--- src/rtl/round_pack_pkg.sv ---
// Shared constants for the soft-float round-and-pack stage: exception flags, rounding modes and
// the one-hot FSM state encoding.
package round_pack_pkg;

    localparam logic [31:0] FLAG_NX = 32'h0000_0001;
    localparam logic [31:0] FLAG_UF = 32'h0000_0004;
    localparam logic [31:0] FLAG_OF = 32'h0000_0008;

    localparam logic [1:0] RM_RNE = 2'd0;
    localparam logic [1:0] RM_RTZ = 2'd1;
    localparam logic [1:0] RM_DN  = 2'd2;
    localparam logic [1:0] RM_UP  = 2'd3;

    typedef enum logic [3:0] {
        StCap   = 4'b0001,
        StShift = 4'b0010,
        StRound = 4'b0100,
        StPack  = 4'b1000
    } state_t;

endpackage

--- src/rtl/shift_right_jam.sv ---
// Combinational right shift that ORs every shifted-out bit into the result LSB (sticky jam);
// counts of W or more collapse the whole operand into that sticky bit.
module shift_right_jam #(
    parameter int unsigned W  = 64,
    parameter int unsigned CW = 13
) (
    input  logic [W-1:0]  a,
    input  logic [CW-1:0] count,
    output logic [W-1:0]  y
);

    logic [W-1:0] lost_mask;

    always_comb begin
        lost_mask = ~({W{1'b1}} << count);
        if (32'(count) >= W) begin
            y = {{(W-1){1'b0}}, |a};
        end else begin
            y = (a >> count) | {{(W-1){1'b0}}, |(a & lost_mask)};
        end
    end

endmodule

--- src/rtl/round_pack_float_param.sv ---
// Round-and-pack stage: rounds an unrounded significand and packs a 1+EXP_W+FRAC_W float word.
// Define ROUND_PACK_DENORM_EN to produce subnormals; otherwise tiny results flush to signed zero.
module round_pack_float_param
    import round_pack_pkg::*;
#(
    parameter int unsigned EXP_W  = 11,
    parameter int unsigned FRAC_W = 52,
    parameter int unsigned SIG_W  = 64
) (
    input  logic                    ap_clk,
    input  logic                    ap_rst,
    input  logic                    ap_start,
    output logic                    ap_done,
    output logic                    ap_idle,
    output logic                    ap_ready,
    input  logic                    z_sign,
    input  logic [EXP_W+1:0]        z_exp,
    input  logic [SIG_W-1:0]        z_sig,
    input  logic [1:0]              rnd_mode,
    input  logic [31:0]             flag_i,
    output logic [31:0]             flag_o,
    output logic                    flag_o_ap_vld,
    output logic [EXP_W+FRAC_W:0]   ap_return
);

    localparam int unsigned ROUND_W = SIG_W - FRAC_W - 2;
    localparam int unsigned RSIG_W  = SIG_W + 1 - ROUND_W;
    localparam int unsigned PACK_W  = 1 + EXP_W + FRAC_W;
    localparam int unsigned CNT_W   = EXP_W + 2;

    localparam logic [CNT_W-1:0]   OVF_LIM  = CNT_W'((1 << EXP_W) - 3);
    localparam logic [ROUND_W-1:0] RB_HALF  = ROUND_W'(1) << (ROUND_W - 1);
    localparam logic [PACK_W-2:0]  INF_BODY = {{EXP_W{1'b1}}, {FRAC_W{1'b0}}};
    localparam logic [PACK_W-2:0]  MAX_BODY = INF_BODY - (PACK_W - 1)'(1);

    function automatic logic [ROUND_W-1:0] round_inc(input logic [1:0] mode, input logic sign);
        logic [ROUND_W-1:0] inc;
        unique case (mode)
            RM_RNE:  inc = RB_HALF;
            RM_RTZ:  inc = '0;
            RM_DN:   inc = sign ? '1 : '0;
            default: inc = sign ? '0 : '1;
        endcase
        return inc;
    endfunction

    state_t              state_q;
    logic                sign_q;
    logic [EXP_W-1:0]    exp_q;
    logic [SIG_W-1:0]    sig_q;
    logic [1:0]          mode_q;
    logic [ROUND_W-1:0]  inc_q;
    logic                ovf_q;
    logic                tiny_q;
    logic                uf_q;
    logic [CNT_W-1:0]    shamt_q;
    logic                done_q;
    logic                vld_q;
    logic [31:0]         flags_q;
    logic [PACK_W-1:0]   ret_q;

    // Capture-time classification.
    logic [ROUND_W-1:0]  cap_inc;
    logic                cap_tiny;
    logic                cap_carry;
    logic                cap_ovf;
    logic [CNT_W-1:0]    cap_shamt;

    always_comb begin
        cap_inc   = round_inc(rnd_mode, z_sign);
        cap_tiny  = z_exp[EXP_W+1];
        cap_carry = |(({1'b0, z_sig} + {{RSIG_W{1'b0}}, cap_inc}) >> (SIG_W - 1));
        // Negative exponents look huge unsigned, so tiny must win over overflow.
        cap_ovf   = !cap_tiny && ((z_exp > OVF_LIM) || ((z_exp == OVF_LIM) && cap_carry));
`ifdef ROUND_PACK_DENORM_EN
        cap_shamt = cap_tiny ? -z_exp : '0;
`else
        cap_shamt = '0;
`endif
    end

    logic [SIG_W-1:0] sig_jam;
    logic             shift_uf;

    shift_right_jam #(
        .W  (SIG_W),
        .CW (CNT_W)
    ) u_jam (
        .a     (sig_q),
        .count (shamt_q),
        .y     (sig_jam)
    );

`ifdef ROUND_PACK_DENORM_EN
    assign shift_uf = tiny_q && (sig_jam[ROUND_W-1:0] != '0);
`else
    assign shift_uf = tiny_q;
`endif

    // Rounding and packing of the (possibly denormalised) significand.
    logic [ROUND_W-1:0] rb;
    logic [RSIG_W-1:0]  rsig;
    logic [EXP_W-1:0]   rexp;
    logic [PACK_W-1:0]  packed_word;
    logic               ovf_inf;
    logic [PACK_W-1:0]  res;
    logic [31:0]        new_flags;

    always_comb begin
        rb   = sig_q[ROUND_W-1:0];
        rsig = RSIG_W'(({1'b0, sig_q} + {{RSIG_W{1'b0}}, inc_q}) >> ROUND_W);
        if ((mode_q == RM_RNE) && (rb == RB_HALF)) begin
            rsig[0] = 1'b0;
        end
        rexp = (rsig == '0) ? '0 : exp_q;
        // Hidden bit lands on the exponent LSB, so a rounding carry bumps the exponent.
        packed_word = {sign_q, {(PACK_W-1){1'b0}}} + (PACK_W'(rexp) << FRAC_W) + PACK_W'(rsig);
        ovf_inf = (mode_q == RM_RNE) || ((mode_q == RM_UP) && !sign_q) ||
                  ((mode_q == RM_DN) && sign_q);

        res       = packed_word;
        new_flags = '0;
        if (rb != '0) begin
            new_flags = FLAG_NX;
        end
        if (uf_q) begin
            new_flags = new_flags | FLAG_UF;
        end
        if (ovf_q) begin
            res       = {sign_q, ovf_inf ? INF_BODY : MAX_BODY};
            new_flags = FLAG_OF | FLAG_NX;
        end
`ifndef ROUND_PACK_DENORM_EN
        else if (tiny_q) begin
            res       = {sign_q, {(PACK_W-1){1'b0}}};
            new_flags = FLAG_UF | FLAG_NX;
        end
`endif
    end

    always_ff @(posedge ap_clk) begin
        if (ap_rst) begin
            state_q <= StCap;
            ret_q   <= '0;
            done_q  <= 1'b0;
            vld_q   <= 1'b0;
            flags_q <= '0;
        end else begin
            unique case (state_q)
                StCap: begin
                    if (ap_start) begin
                        sign_q  <= z_sign;
                        exp_q   <= z_exp[EXP_W-1:0];
                        sig_q   <= z_sig;
                        mode_q  <= rnd_mode;
                        inc_q   <= cap_inc;
                        ovf_q   <= cap_ovf;
                        tiny_q  <= cap_tiny;
                        shamt_q <= cap_shamt;
                        state_q <= StShift;
                    end
                end
                StShift: begin
                    sig_q <= sig_jam;
                    uf_q  <= shift_uf;
                    if (tiny_q) begin
                        exp_q <= '0;
                    end
                    state_q <= StRound;
                end
                StRound: begin
                    ret_q   <= res;
                    flags_q <= new_flags;
                    vld_q   <= (new_flags != '0);
                    done_q  <= 1'b1;
                    state_q <= StPack;
                end
                StPack: begin
                    done_q  <= 1'b0;
                    vld_q   <= 1'b0;
                    flags_q <= '0;
                    state_q <= StCap;
                end
                default: begin
                    state_q <= StCap;
                end
            endcase
        end
    end

    assign ap_done       = done_q;
    assign ap_ready      = done_q;
    assign ap_idle       = (state_q == StCap) && !ap_start;
    assign flag_o        = flag_i | flags_q;
    assign flag_o_ap_vld = vld_q;
    assign ap_return     = ret_q;

endmodule

--- config.mk ---
export PLATFORM = sky130hd
export DESIGN_NAME = round_pack_float_param
export DESIGN_NICKNAME = d
export VERILOG_FILES = /design/src/rtl/round_pack_pkg.sv /design/src/rtl/shift_right_jam.sv /design/src/rtl/round_pack_float_param.sv
export SDC_FILE = /design/constraint.sdc
export NUM_CORES = 1
export LEC_CHECK = 0
export CAP_MARGIN = 20
export CORE_ASPECT_RATIO = 0.75
export CORE_MARGIN = 8
export CORE_UTILIZATION = 51
export DETAILED_ROUTE_END_ITERATION = 10
export HOLD_SLACK_MARGIN = 0.06
export PLACE_DENSITY = 0.78
export RECOVER_POWER = 50
export SYNTH_ARGS = -nofsm -noshare
export SYNTH_HDL_FRONTEND = slang
export SYNTH_HIERARCHICAL = 1
export SYNTH_SLANG_ARGS = --single-unit
--- constraint.sdc ---
create_clock -name ap_clk -period 14.1 [get_ports ap_clk]
set_input_delay 2.115 -clock ap_clk [delete_from_list [all_inputs] [get_ports ap_clk]]
set_output_delay 2.115 -clock ap_clk [all_outputs]
set_load 0.01 [all_outputs]
# Yosys cells after proc, flatten, opt, wreduce, memory -nomap -nowiden
# Index checks and enable logic that the tools add are counted.
[totals]
input_bits = 115
ff_bits = 193
output_inout_bits = 100
word_cells = 79
[op_classes]
n_mux = 22
n_bitwise = 3
n_reduce_logical = 24
eq_ne = 12
n_lt_le_gt_ge = 1
add_sub_neg = 4
[ops]
columns = ["cell", "n"]
rows = [
  ["$mux W64", 4],
  ["$add A64 B10 Y65", 2],
  ["$add A64 B55 Y64", 1],
  ["$add A64 B63 Y64", 1],
  ["$mux W32", 2],
  ["$pmux W32 S2", 1],
  ["$logic_not A55 Y1", 1],
  ["$mux W53", 1],
  ["$mux W11", 3],
  ["$or A32 B32 Y32", 1],
  ["$reduce_bool A32 Y1", 1],
  ["$pmux W10 S3", 1],
  ["$pmux W11 S2", 1],
  ["$mux W10", 2],
  ["$eq A13 B11 Y1 const B", 1],
  ["$gt A13 B11 Y1 const B", 1],
  ["$pmux W4 S3", 1],
  ["$eq A10 B10 Y1 const B", 1],
  ["$reduce_bool A10 Y1", 1],
  ["$reduce_and A4 Y1", 2],
  ["$eq A2 B2 Y1 const B", 3],
  ["$logic_and A1 B1 Y1", 6],
  ["$eq A4 B1 Y1 const B", 1],
  ["$eq A4 B2 Y1 const B", 1],
  ["16 further kinds", 26],
]

# Depth between registers and ports, before layout
[logic_depth]
depth_word = 9
mapped_depth = 20

# By module
# Netlist, hierarchy kept.
[modules_own_cells]
columns = ["mod", "area_per_inst_um2", "instances", "seq_area_each_um2", "cells_each"]
rows = [
  ["round_pack_float_param", 9317.7, 1, 3953.8, 969],
  ["shift_right_jam", 5764.3, 1, 0.0, 751],
]

# Worst setup path after synthesis
# Ideal clock, no wire load.
[synth_path]
path_kind = "input port to flip-flop"
startpoint = "input ap_rst"
endpoint = "register exp_q[0], enable pin"
setup_ns = 0.396
path_buffers = 1
setup_slack_ns = -0.034
path_stages = 3
arrival_ns = 13.738
required_ns = 13.704
cell_sequence = "clkbuf_1 a2111oi_0 a21boi_0"
[synth_between]
elab_chain_len = 2
[synth_rtl]
columns = ["item", "line_no", "rtl"]
rows = [
  ["start, declared", "round_pack_float_param.sv:11", "input logic ap_rst,"],
  ["$not A1 Y1 (no line)", "n/a", ""],
  ["$reduce_and A4 Y1 (no line)", "n/a", ""],
  ["end signal, assigned", "round_pack_float_param.sv:153", "exp_q <= z_exp[EXP_W-1:0];"],
  ["end, declared", "round_pack_float_param.sv:49", "logic [EXP_W-1:0] exp_q;"],
]
# No other way between the ends.
# A chain may end at the register's enable or synchronous reset.

# Worst setup path in the final report
[layout_path]
startpoint = "register sig_q[17]"
endpoint = "register ret_q[59] (netlist: ap_return[59])"
[layout_between]
elab_chain_len = 7
[layout_rtl]
columns = ["item", "line_no", "rtl"]
rows = [
  ["start, declared", "round_pack_float_param.sv:50", "logic [SIG_W-1:0] sig_q;"],
  ["start signal, assigned", "round_pack_float_param.sv:154", "sig_q <= z_sig;"],
  ["start signal, assigned", "round_pack_float_param.sv:164", "sig_q <= sig_jam;"],
  ["$add A64 B10 Y65 (*)", "round_pack_float_param.sv:111", "rsig = RSIG_W'(({1'b0, sig_q} + {{RSIG_W{1'b0}}, inc_q}) >> ROUND_W);"],
  ["$logic_not A55 Y1", "round_pack_float_param.sv:115", "rexp = (rsig == '0) ? '0 : exp_q;"],
  ["$mux W11", "round_pack_float_param.sv:115", ""],
  ["$add A64 B63 Y64", "round_pack_float_param.sv:117", "packed_word = {sign_q, {(PACK_W-1){1'b0}}} + (PACK_W'(rexp) << FRAC_W) + PACK_W'(rsig);"],
  ["$add A64 B55 Y64 (*)", "round_pack_float_param.sv:117", ""],
  ["$mux W64 (*)", "round_pack_float_param.sv:134", "else if (tiny_q) begin"],
  ["$mux W64 (*)", "round_pack_float_param.sv:129", "if (ovf_q) begin"],
  ["end signal, assigned", "round_pack_float_param.sv:172", "ret_q <= res;"],
  ["end, declared", "round_pack_float_param.sv:60", "logic [PACK_W-1:0] ret_q;"],
]
# Mark *: on every way between the ends. The rest lies on a longest branch, timed or not.

==> flow_metrics.py <==
metrics = {
    "pwr": {
        "p_per_area_nw_per_um2": 73.1,
        "p_leak_nw": 6.08,
        "ir_drop_mv": 0.0863,
    },
    "sta": {
        "hold_violations": 0,
        "rsz0062_at_grt": "false",
        "slew_violations": 0,
        "fmax_ghz": 0.154,
        "setup_tns_ns": 0,
        "final-setup-viol-count": 0,
        "max_slew.worst_pin.slew_ns": 1.42,
        "min_period_ns": 6.48,
        "relSlewSlack_pct": 5.31,
        "skew_ns": 0.0136,
        "finalCritPeriodShare_pct": 45.9,
    },
    "logic_synthesis": {
        "synth_area_leaders": "edfxtp_1 17%, mux4_2 10%, dfxtp_1 9.7%, mux2_2 6.3%, mux2i_1 5.1%",
        "yosysWarnings": 6,
        "avgSynthCellArea_um2": 8.77,
        "yosysMostFrequentCell": "nor2_1",
        "synth.ff_latch_count": 156,
        "synth_edf_count": 83,
        "synth_top_area_cell": "edfxtp_1",
        "synth_flop_cell": "edfxtp_1",
        "synth-seq-area-share_pct": 26.2,
        "synth_top_area_share_pct": 16.5,
        "synth_cell_types": 96,
        "synthTopCellsByCount": "196 x nor2_1, 103 x o21ai_0, 97 x nand2_1, 94 x a21oi_1, 85 x mux2_2",
        "synthArstFlopShare_pct": 0,
        "netlist_area_um2": 15100,
        "synth_cells": 1720,
    },
    "detailed_routing": {
        "drtIter0Drc": 3009,
        "drc_errors": 0,
        "wl_per_cell_um": 30.3,
        "num_vias": 15900,
        "first_pass_iters": 8,
        "routed_wl_um": 66600,
        "vias_per_cell": 7.25,
        "postRouteAntennaNets": 0,
    },
    "cells_and_area": {
        "syn2layout_area_growth_pct": 13.7,
        "drive_gt1_share_pct": 14.2,
        "antennaDiodeCount": 0,
        "utilization_pct": 58.9,
        "stdcell_area_um2": 17100,
        "nNetsFinal": 1928,
    },
    "placed_design": {
        "hpwl_um": 47400,
        "finalWeightedCongestion": 1.05,
        "placed_area_um2": 16700,
        "portBuffers": 156,
    },
    "die": {
        "io_pins": 215,
        "start_util_pct": 51.8,
        "die_y_um": 165,
        "std_cell_rows": 54,
        "die_area_um2": 35400,
        "core-area_um2": 29100,
        "die_w_um": 215,
    },
    "critical_path": {
        "worstSetupPathType": "reg2reg",
        "crit_fanout": 12,
        "cp-end-kind": "register",
        "critPathRequiredTime_ns": 14.44,
        "arrival_ns": 6.81,
        "cp-start-kind": "register",
    },
    "cts": {
        "post_cts_buffers": 0,
        "numCtsBuffers": 17,
        "htreeDepth": 4,
        "cts_max_path_buffers": 2,
        "cts_tree": "done",
        "cts_num_sinks": 156,
        "postCtsHoldBufs": 0,
        "cts_root_buf": "clkbuf_16",
        "postCtsResizedCells": 0,
        "clkLatencyLatePin_ns": 0.44,
        "clk_pin_slew_worst_paths_ns": 0.07,
    },
    "global_route": {
        "antenna_found_initial": 1,
        "grt_usage_pct": 36.0,
        "grt_max_degree": 97,
        "grt_remaining_overflow": 0,
        "grt_pass1_vias": 14600,
        "grt_pass1_wl_um": 96100,
    },
    "run_status": {
        "status": "completed",
    },
    "job": {
        "drv_cap": 0,
    },
    "worst_hold_path": {
        "hold_path_class": "reg2reg",
    },
}
==> path summary, 6_finish.rpt <==
| check | startpoint | endpoint | slack (ns) | cells past startpoint |
|---|---|---|---|---|
| setup / recovery | sig_q[17] | ap_return[59] | 7.62 | 18 |
| hold / removal | flags_q[2] | flags_q[2] | 0.47 | 2 |
| setup reg to reg | sig_q[17] | ap_return[59] | 7.62 | 18 |
| hold reg to reg | flags_q[2] | flags_q[2] | 0.47 | 2 |
==> layer usage <==
metal  GRT usage, %  share of wire (%)  routed length (µm)
met3           20.2                 18               11800
met4           10.2                3.3                2190
met1           47.7                 40               26400
met5           4.57               0.36                 239
met2           48.7                 39               26100
==> stage by stage <==
stage          total power, mW  hold WS (ns)  std cells  setup slack [ns]
2_1_floorplan            0.715         0.427       1752              3.16
3_3_place_gp             0.792         0.446       2163              8.22
3_5_place_dp             0.795         0.454       2163              8.06
4_1_cts                   1.23         0.466       2195              8.06
5_1_grt                   1.28         0.486       2196              7.43
6_report                  1.25         0.467       2196              7.62
==> critical path, stage by stage, from the launching register on <==
cell and delay [ns]:
edfxtp_1 0.34, clkbuf_1 1.00, nand3_1 0.37, nor4_1 0.88, nand4_1 0.39, o31a_1 0.36
a2111oi_0 0.41, or4b_1 0.52, nor4_4 0.25, nand3_1 0.16, and2_1 0.22, ha_1 0.28
a21o_1 0.18, a21oi_1 0.33, nor2_1 0.11, and3_1 0.21, xor2_1 0.14, a21oi_1 0.15
nor2_1 0.06
==> sequential cells by signal, summed over array words and instances, names as in the netlist <==
name and count:
sig_q 64, shift_uf 1, flags_q 3, ovf_q 1
ap_return 64, state_q 4, ap_done 1, uf_q 1
mode_q 2, exp_q 11, sign_q 1, flag_o_ap_vld 1
inc_q 2
==> placed cells by master (no fill, tap or decap), drive strengths merged, types with 13 or more instances in the layout <==
master           n
o21ai          107
clkbuf          34
dfxtp           73
mux2            85
nand3           69
o21a            16
buf             24
a21o            14
inv             28
conb            33
nor4            57
and3            17
nand2           98
mux2i           77
ha              21
nand4           58
a21oi           94
nor3            51
nor2b           15
a211oi          20
o221a           18
o31a            13
mux4            68
xnor2           28
edfxtp          83
xor2            28
dlygate4sd3    102
nor2           196
clkdlybuf4s50   54
a31oi           28
and2            14
or3             16
==> cell families after synthesis <==
| group | count (synthesis) | synth area share, % |
|---|---|---|
| compound gates | 411 | 18.2 |
| xor+xnor | 56 | 3.25 |
| fa+ha+maj | 25 | 2.07 |
| buf+inv | 195 | 6.47 |
| flops | 156 | 26.2 |
| mux | 230 | 21.6 |
| other cells | 1 | 0.0249 |
| simple gates | 646 | 22.2 |
==> final cells by class <==
cell class	instances	area, µm²
flip-flops and latches	156	3950
well taps	392	490
inverters	22	82.6
multi-input cells	1401	10300
fillers	2608	12000
clock inverters	11	82.6
clock buffers	21	450
repair buffers	193	1790
==> power by group <==
part	switching (mW)	total (mW)	internal, mW
sequential	0.0301	0.526	0.496
clock	0.208	0.440	0.232
combinational	0.175	0.287	0.112
No activity file was read; power rests on OpenSTA's default activity.
